--- src/rtl/config_chain_loader_pkg.sv ---
// config_chain_loader_pkg
//   Shared definitions for the configuration chain loader: chain-length
//   arithmetic for a tile of logic elements and the loader state encoding.
//   No ports; imported by the loader top and its word serializer.
package config_chain_loader_pkg;

  localparam int LUT_INPUTS   = 6;
  localparam int LES_PER_TILE = 8;

  // Config bits of one LUT: its full truth table.
  function automatic int lut_conf(input int k);
    return 1 << k;
  endfunction

  // Config bits of one logic element: LUT truth table plus the FF bypass select.
  function automatic int le_conf(input int k);
    return lut_conf(k) + 1;
  endfunction

  localparam int DEFAULT_CHAIN_LENGTH = LES_PER_TILE * le_conf(LUT_INPUTS);

  typedef enum logic [2:0] {
    ST_IDLE    = 3'd0,
    ST_CLEAR   = 3'd1,
    ST_LOAD    = 3'd2,
    ST_SHIFT   = 3'd3,
    ST_RELEASE = 3'd4,
    ST_DONE    = 3'd5
  } load_state_t;

endpackage

--- src/rtl/config_word_serializer.sv ---
// config_word_serializer
//   Holds one bitstream word and presents it LSB-first, one bit per shift.
//   Ports:
//     clock, nreset   clock and synchronous active-low reset
//     load            capture word_in (takes priority over shift)
//     shift           advance to the next bit
//     word_in         word to serialise
//     bit_out         current bit (shift register LSB)
//     word_empty      high during the shift that sends the word's last bit
module config_word_serializer
  import config_chain_loader_pkg::*;
#(
  parameter int WORD_WIDTH = 8
) (
  input  logic                  clock,
  input  logic                  nreset,
  input  logic                  load,
  input  logic                  shift,
  input  logic [WORD_WIDTH-1:0] word_in,
  output logic                  bit_out,
  output logic                  word_empty
);

  localparam int CNT_W = (WORD_WIDTH > 1) ? $clog2(WORD_WIDTH) : 1;
  localparam logic [CNT_W-1:0] LAST_BIT = CNT_W'(WORD_WIDTH - 1);

  logic [WORD_WIDTH-1:0] shreg_reg;
  logic [WORD_WIDTH-1:0] shreg_next;
  logic [CNT_W-1:0]      shift_cnt_reg;

  // Right shift by one, zero filled from the top.
  assign shreg_next[WORD_WIDTH-1] = 1'b0;
  for (genvar gi = 0; gi < WORD_WIDTH - 1; gi++) begin : g_shift
    assign shreg_next[gi] = shreg_reg[gi+1];
  end

  always_ff @(posedge clock) begin
    if (!nreset) begin
      shreg_reg     <= '0;
      shift_cnt_reg <= '0;
    end else if (load) begin
      shreg_reg     <= word_in;
      shift_cnt_reg <= '0;
    end else if (shift) begin
      shreg_reg     <= shreg_next;
      shift_cnt_reg <= shift_cnt_reg + 1'b1;
    end
  end

  assign bit_out    = shreg_reg[0];
  assign word_empty = shift && (shift_cnt_reg == LAST_BIT);

endmodule

--- src/rtl/config_chain_loader.sv ---
// config_chain_loader
//   Streams a configuration bitstream into a tile's serial config chain,
//   LSB-first, one bit per cycle, keeping the fabric in reset until the whole
//   chain has been written, then releasing it and pulsing done.
//   Ports:
//     clock, nreset         clock and synchronous active-low reset
//     start, abort          begin a load (IDLE only) / cancel a load in progress
//     word_in, word_valid,  bitstream word stream (valid/ready)
//     word_ready
//     chain_data,           serial bit into the chain head and its shift enable
//     chain_shift
//     fabric_nreset         active-low reset for the fabric logic elements
//     busy, done, error     status: not idle / load-complete pulse / last load aborted
module config_chain_loader
  import config_chain_loader_pkg::*;
#(
  parameter int WORD_WIDTH   = 8,
  parameter int CHAIN_LENGTH = DEFAULT_CHAIN_LENGTH
) (
  input  logic                  clock,
  input  logic                  nreset,
  input  logic                  start,
  input  logic                  abort,
  input  logic [WORD_WIDTH-1:0] word_in,
  input  logic                  word_valid,
  output logic                  word_ready,
  output logic                  chain_data,
  output logic                  chain_shift,
  output logic                  fabric_nreset,
  output logic                  busy,
  output logic                  done,
  output logic                  error
);

  localparam int BIT_CNT_W = $clog2(CHAIN_LENGTH + 1);
  localparam logic [BIT_CNT_W-1:0] LAST_CHAIN_BIT = BIT_CNT_W'(CHAIN_LENGTH - 1);

  load_state_t          state_reg;
  logic [BIT_CNT_W-1:0] bit_cnt_reg;
  logic                 word_ready_reg;
  logic                 chain_shift_reg;
  logic                 fabric_nreset_reg;
  logic                 busy_reg;
  logic                 done_reg;
  logic                 error_reg;

  logic ser_load;
  logic ser_bit;
  logic ser_word_empty;
  logic abortable;

  assign abortable = (state_reg == ST_CLEAR) || (state_reg == ST_LOAD) ||
                     (state_reg == ST_SHIFT) || (state_reg == ST_RELEASE);

  // word_ready is registered high exactly while in LOAD, so this is the handshake.
  // An abort in the same cycle cancels the capture.
  assign ser_load = (state_reg == ST_LOAD) && word_valid && !abort;

  config_word_serializer #(
    .WORD_WIDTH(WORD_WIDTH)
  ) u_serializer (
    .clock      (clock),
    .nreset     (nreset),
    .load       (ser_load),
    .shift      (chain_shift_reg),
    .word_in    (word_in),
    .bit_out    (ser_bit),
    .word_empty (ser_word_empty)
  );

  always_ff @(posedge clock) begin
    if (!nreset) begin
      state_reg         <= ST_IDLE;
      bit_cnt_reg       <= '0;
      word_ready_reg    <= 1'b0;
      chain_shift_reg   <= 1'b0;
      fabric_nreset_reg <= 1'b0;
      busy_reg          <= 1'b0;
      done_reg          <= 1'b0;
      error_reg         <= 1'b0;
    end else if (abort && abortable) begin
      // Abort beats a simultaneous start; fabric stays held in reset.
      state_reg         <= ST_IDLE;
      word_ready_reg    <= 1'b0;
      chain_shift_reg   <= 1'b0;
      fabric_nreset_reg <= 1'b0;
      busy_reg          <= 1'b0;
      done_reg          <= 1'b0;
      error_reg         <= 1'b1;
    end else begin
      case (state_reg)
        ST_IDLE: begin
          if (start) begin
            state_reg         <= ST_CLEAR;
            busy_reg          <= 1'b1;
            error_reg         <= 1'b0;
            fabric_nreset_reg <= 1'b0;
          end
        end
        ST_CLEAR: begin
          bit_cnt_reg    <= '0;
          state_reg      <= ST_LOAD;
          word_ready_reg <= 1'b1;
        end
        ST_LOAD: begin
          if (word_valid) begin
            state_reg       <= ST_SHIFT;
            word_ready_reg  <= 1'b0;
            chain_shift_reg <= 1'b1;
          end
        end
        ST_SHIFT: begin
          bit_cnt_reg <= bit_cnt_reg + 1'b1;
          // Chain-full check wins over word-empty: leftover word bits are dropped.
          if (bit_cnt_reg == LAST_CHAIN_BIT) begin
            state_reg         <= ST_RELEASE;
            chain_shift_reg   <= 1'b0;
            fabric_nreset_reg <= 1'b1;
          end else if (ser_word_empty) begin
            state_reg       <= ST_LOAD;
            chain_shift_reg <= 1'b0;
            word_ready_reg  <= 1'b1;
          end
        end
        ST_RELEASE: begin
          state_reg <= ST_DONE;
          done_reg  <= 1'b1;
        end
        ST_DONE: begin
          state_reg <= ST_IDLE;
          done_reg  <= 1'b0;
          busy_reg  <= 1'b0;
        end
        default: begin
          state_reg <= ST_IDLE;
        end
      endcase
    end
  end

  assign word_ready    = word_ready_reg;
  // Serializer LSB is only meaningful while shifting; keep the chain input quiet otherwise.
  assign chain_data    = chain_shift_reg & ser_bit;
  assign chain_shift   = chain_shift_reg;
  assign fabric_nreset = fabric_nreset_reg;
  assign busy          = busy_reg;
  assign done          = done_reg;
  assign error         = error_reg;

endmodule

--- config.mk ---
export PLATFORM = sky130hd
export DESIGN_NAME = config_chain_loader
export DESIGN_NICKNAME = d
export VERILOG_FILES = /design/src/rtl/config_chain_loader_pkg.sv /design/src/rtl/config_word_serializer.sv /design/src/rtl/config_chain_loader.sv
export SDC_FILE = /design/constraint.sdc
export NUM_CORES = 1
export LEC_CHECK = 0
export CAP_MARGIN = 15
export CORE_MARGIN = 1.5
export CORE_UTILIZATION = 50
export CTS_CLUSTER_DIAMETER = 200
export DETAILED_ROUTE_END_ITERATION = 6
export PLACE_DENSITY = 0.85
export SLEW_MARGIN = 20
export SYNTH_ARGS = -nofsm -noshare
export SYNTH_HDL_FRONTEND = slang
export SYNTH_SLANG_ARGS = --single-unit
--- constraint.sdc ---
create_clock -name clock -period 5.8 [get_ports clock]
set_clock_uncertainty 0.05 [all_clocks]
set_input_delay 0.58 -clock clock [delete_from_list [all_inputs] [get_ports clock]]
set_output_delay 0.58 -clock clock [all_outputs]
set_load 0.05 [all_outputs]
==> metrics.md <==
| Metric | Value |
|---|---|
| Share of layout cells above drive strength 1 | 6.15% |
| Clk sinks | 30 |
| Die ar. | 3170 µm² |
| RR Startpoint | state_reg[2] |
| Ant diodes | 0 |
| Total Power | 0.427 mW |
| Total GRT Usage | 18.6% |
| First drt pass iteration count | 4 |
| Clock Power Share | 30.5% |
| CTS Buffer Depth | 2 |
| Crit start category | flop |
| Sequential-to-total area share from yosys stat | 42.3% |
| Initial antenna violation count | 0 |
| CTS root buffer | clkbuf_4 |
| Nets | 194 |
| Routed Antenna Nets | 0 |
| Post-route DRC | 0 |
| Reg2reg end | bit_cnt_reg[9] |
| Global-route wire length before repair | 4640 µm |
| Lkg Pwr | 0.596 nW |
| Slew HR | 38.0% |
| CTS tree | yes |
| Port Buffers | 19 |
| CTS H-tree depth | 2 |
| Post-CTS Setup Bufs | 0 |
| Period utilization | 48.0% |
| Crit. End Element | output port |
| Largest net degree at the start of global routing | 18 |
| P per Cell Area | 257 nW/µm² |
| DP Area | 1600 µm² |
| Flop-to-flop setup slack | 3.81 ns |
| Post-synth top area share | 42.3% |
| GP Congestion | 0.797 |
| Critical path origin | chain_shift |
| DRT iter0 DRCs | 46 |
| Seq pwr share | 53.7% |
| Core area | 2730 µm² |
| I/O pin total | 20 |
| # hold bufs at CTS | 0 |
| Grt ovf | 0 |
| Max Fclk | 359 MHz |
| Vias in the first global route | 1101 |
| Max capacitance violation total | 0 |
| Die Span X | 56.3 µm |
| Design Area, Final | 1660 µm² |
| Worst path arrival time | 2.16 ns |
| Worst Path Required | 5.17 ns |
| Clk slew on worst S/H paths | 0.09 ns |
| Logic pwr share | 15.9% |
| # rows | 19 |
| FILL cells | 225 |
| Area growth, synth to finish | 16.8% |
| RSZ-0062 raised after global routing | false |
| Syn_nets | 178 |
| Initial Util | 51.9% |
| Vias per cell | 5.65 |
| Cell internal pwr | 0.305 mW |
| Worst hold path class | reg -> reg |
| Synth top area cells | dfxtp_1, mux2i_1, nor2_1, a211oi_1, a21oi_1 |
| Outcome | finished, final reports clean |
| Gate Count Post-Synth | 162 |
| Largest fanout on the critical path | 17 |
| Routed WL | 2710 µm |
| Vias | 1187 |
| Post-synthesis register bit count | 30 |
| Switching Fraction | 28.6% |
| R2R cell count | 4 |
| Die height | 56.3 µm |
| Distinct cells, synth | 41 |
| Number of synthesized flops with an enable pin | 0 |
| Worst slew pin tran | 0.922 ns |
| Routed len/inst | 12.9 µm |
| Post-layout minimum cycle time | 2.79 ns |
| Slew Limit Fails | 0 |
| VDD IR max | 210 µV |
| Yosys warns | 0 |
| Post_cts resized | 0 |
| Switching power | 0.122 mW |
| Largest register FFs | 10 |
| Placed wire-length estimate | 1980 µm |
| Skew-Pair Late Insertion Delay | 0.33 ns |
| Post-synth top area cell | dfxtp_1 |
| TritonCTS Buffers | 5 |
| WHS Path Cells | 1 |
| Setup crit end | chain_data |
| Fin. Hold Viols | 0 |
| Netlist Area Pre-Place | 1420 µm² |
| Final setup fails | 0 |
| Critical path class | reg -> out |
| Syn avg cell area | 8.77 µm² |
| Setup TNS | 0 ns |
| Synth Flop Type | dfxtp_1 |
| Asr flop ratio synth | 0% |
==> synthesized netlist by cell type (4+ instances only) <==
library cell and instances:
a211oi_1 7, a21oi_1 10, clkbuf_1 6, dfxtp_1 30
inv_1 5, mux2i_1 11, nand2_1 11, nand3_1 4
nand3b_1 4, nor2_1 24, o21ai_0 4, xnor2_1 5
==> layout by cell type (no fill, tap or decap), drive strengths merged, types with 3 or more instances in the layout <==
| cell | n |
|---|---|
| nor2 | 24 |
| a21oi | 10 |
| xnor2 | 5 |
| a211oi | 7 |
| xor2 | 3 |
| ha | 3 |
| o21ai | 4 |
| clkbuf | 7 |
| nand3b | 4 |
| clkdlybuf4s50 | 19 |
| dfxtp | 30 |
| mux2i | 11 |
| nand2 | 11 |
| nand3 | 4 |
| inv | 5 |
==> logic make-up (layout without fill, tap and decap cells) <==
| family | after synthesis | count (layout) | synth area share, % |
|---|---|---|---|
| and+or+nand+nor | 63 | 63 | 22.5 |
| AOI/OAI and AO/OA | 32 | 32 | 15.1 |
| DFF | 30 | 30 | 42.3 |
| buffers and inverters | 15 | 32 | 4.85 |
| muxes | 11 | 11 | 7.75 |
| xor gates and xnor gates | 8 | 8 | 4.93 |
| adders and majority gates | 3 | 3 | 2.64 |
==> critical path: stages, from the launching register on <==
cell and delay (ns):
dfxtp_1 0.80, and2_1 0.23, clkdlybuf4s50_1 0.80
==> how the worst min path moves through the flow <==
stage / start / end / slack (ns)
final: word_ready / word_ready / 0.44
after global routing: word_ready / word_ready / 0.47
after CTS: bit_cnt_reg[9] / bit_cnt_reg[9] / 0.44
after detailed placement: bit_cnt_reg[9] / bit_cnt_reg[9] / 0.42
after global placement: word_ready / word_ready / 0.40
after floorplan: bit_cnt_reg[9] / bit_cnt_reg[9] / 0.40
==> metrics by stage <==
stage          worst slack, ns  cells  util (%)  hold WS [ns]
2_1_floorplan             3.34    162         -         0.397
3_5_place_dp              3.14    202      58.5         0.424
6_report                  3.01    210      60.7         0.436
5_1_grt                   2.90    210      60.7         0.470
3_3_place_gp              3.19    202      58.5         0.403
4_1_cts                   3.00    210      60.7         0.439
==> layout make-up <==
class	count	area [µm²]	share of cell area, %
Timing Repair Buffer	19	190	11.5
Tap cell	31	38.8	2.34
Clock inverter	1	5.00	0.302
Inverter	5	18.8	1.13
Multi-Input combinational cell	117	751	45.2
Sequential cell	30	601	36.2
Clock buffer	7	55.1	3.32
==> power by group through the flow <==
| stage | logic, mW | clock network (mW) | registers (mW) |
|---|---|---|---|
| after floorplan | 0.0444 | 0 | 0.237 |
| after global placement | 0.0664 | 0 | 0.233 |
| after detailed placement | 0.0679 | 0 | 0.234 |
| after CTS | 0.0682 | 0.131 | 0.229 |
| after global routing | 0.0736 | 0.143 | 0.231 |
| final | 0.0677 | 0.130 | 0.229 |
==> per-layer routing <==
| layer | vias up | GRT usage, % | part of all wire (%) |
|---|---|---|---|
| li1 | 603 | - | - |
| met1 | 553 | 23.1 | 45 |
| met2 | 26 | 28.7 | 49 |
| met3 | 5 | 7.83 | 4.9 |
| met4 | 0 | 6.80 | 1.0 |
| met5 | - | 0 | 0 |
(Power assumes the default switching activity.)
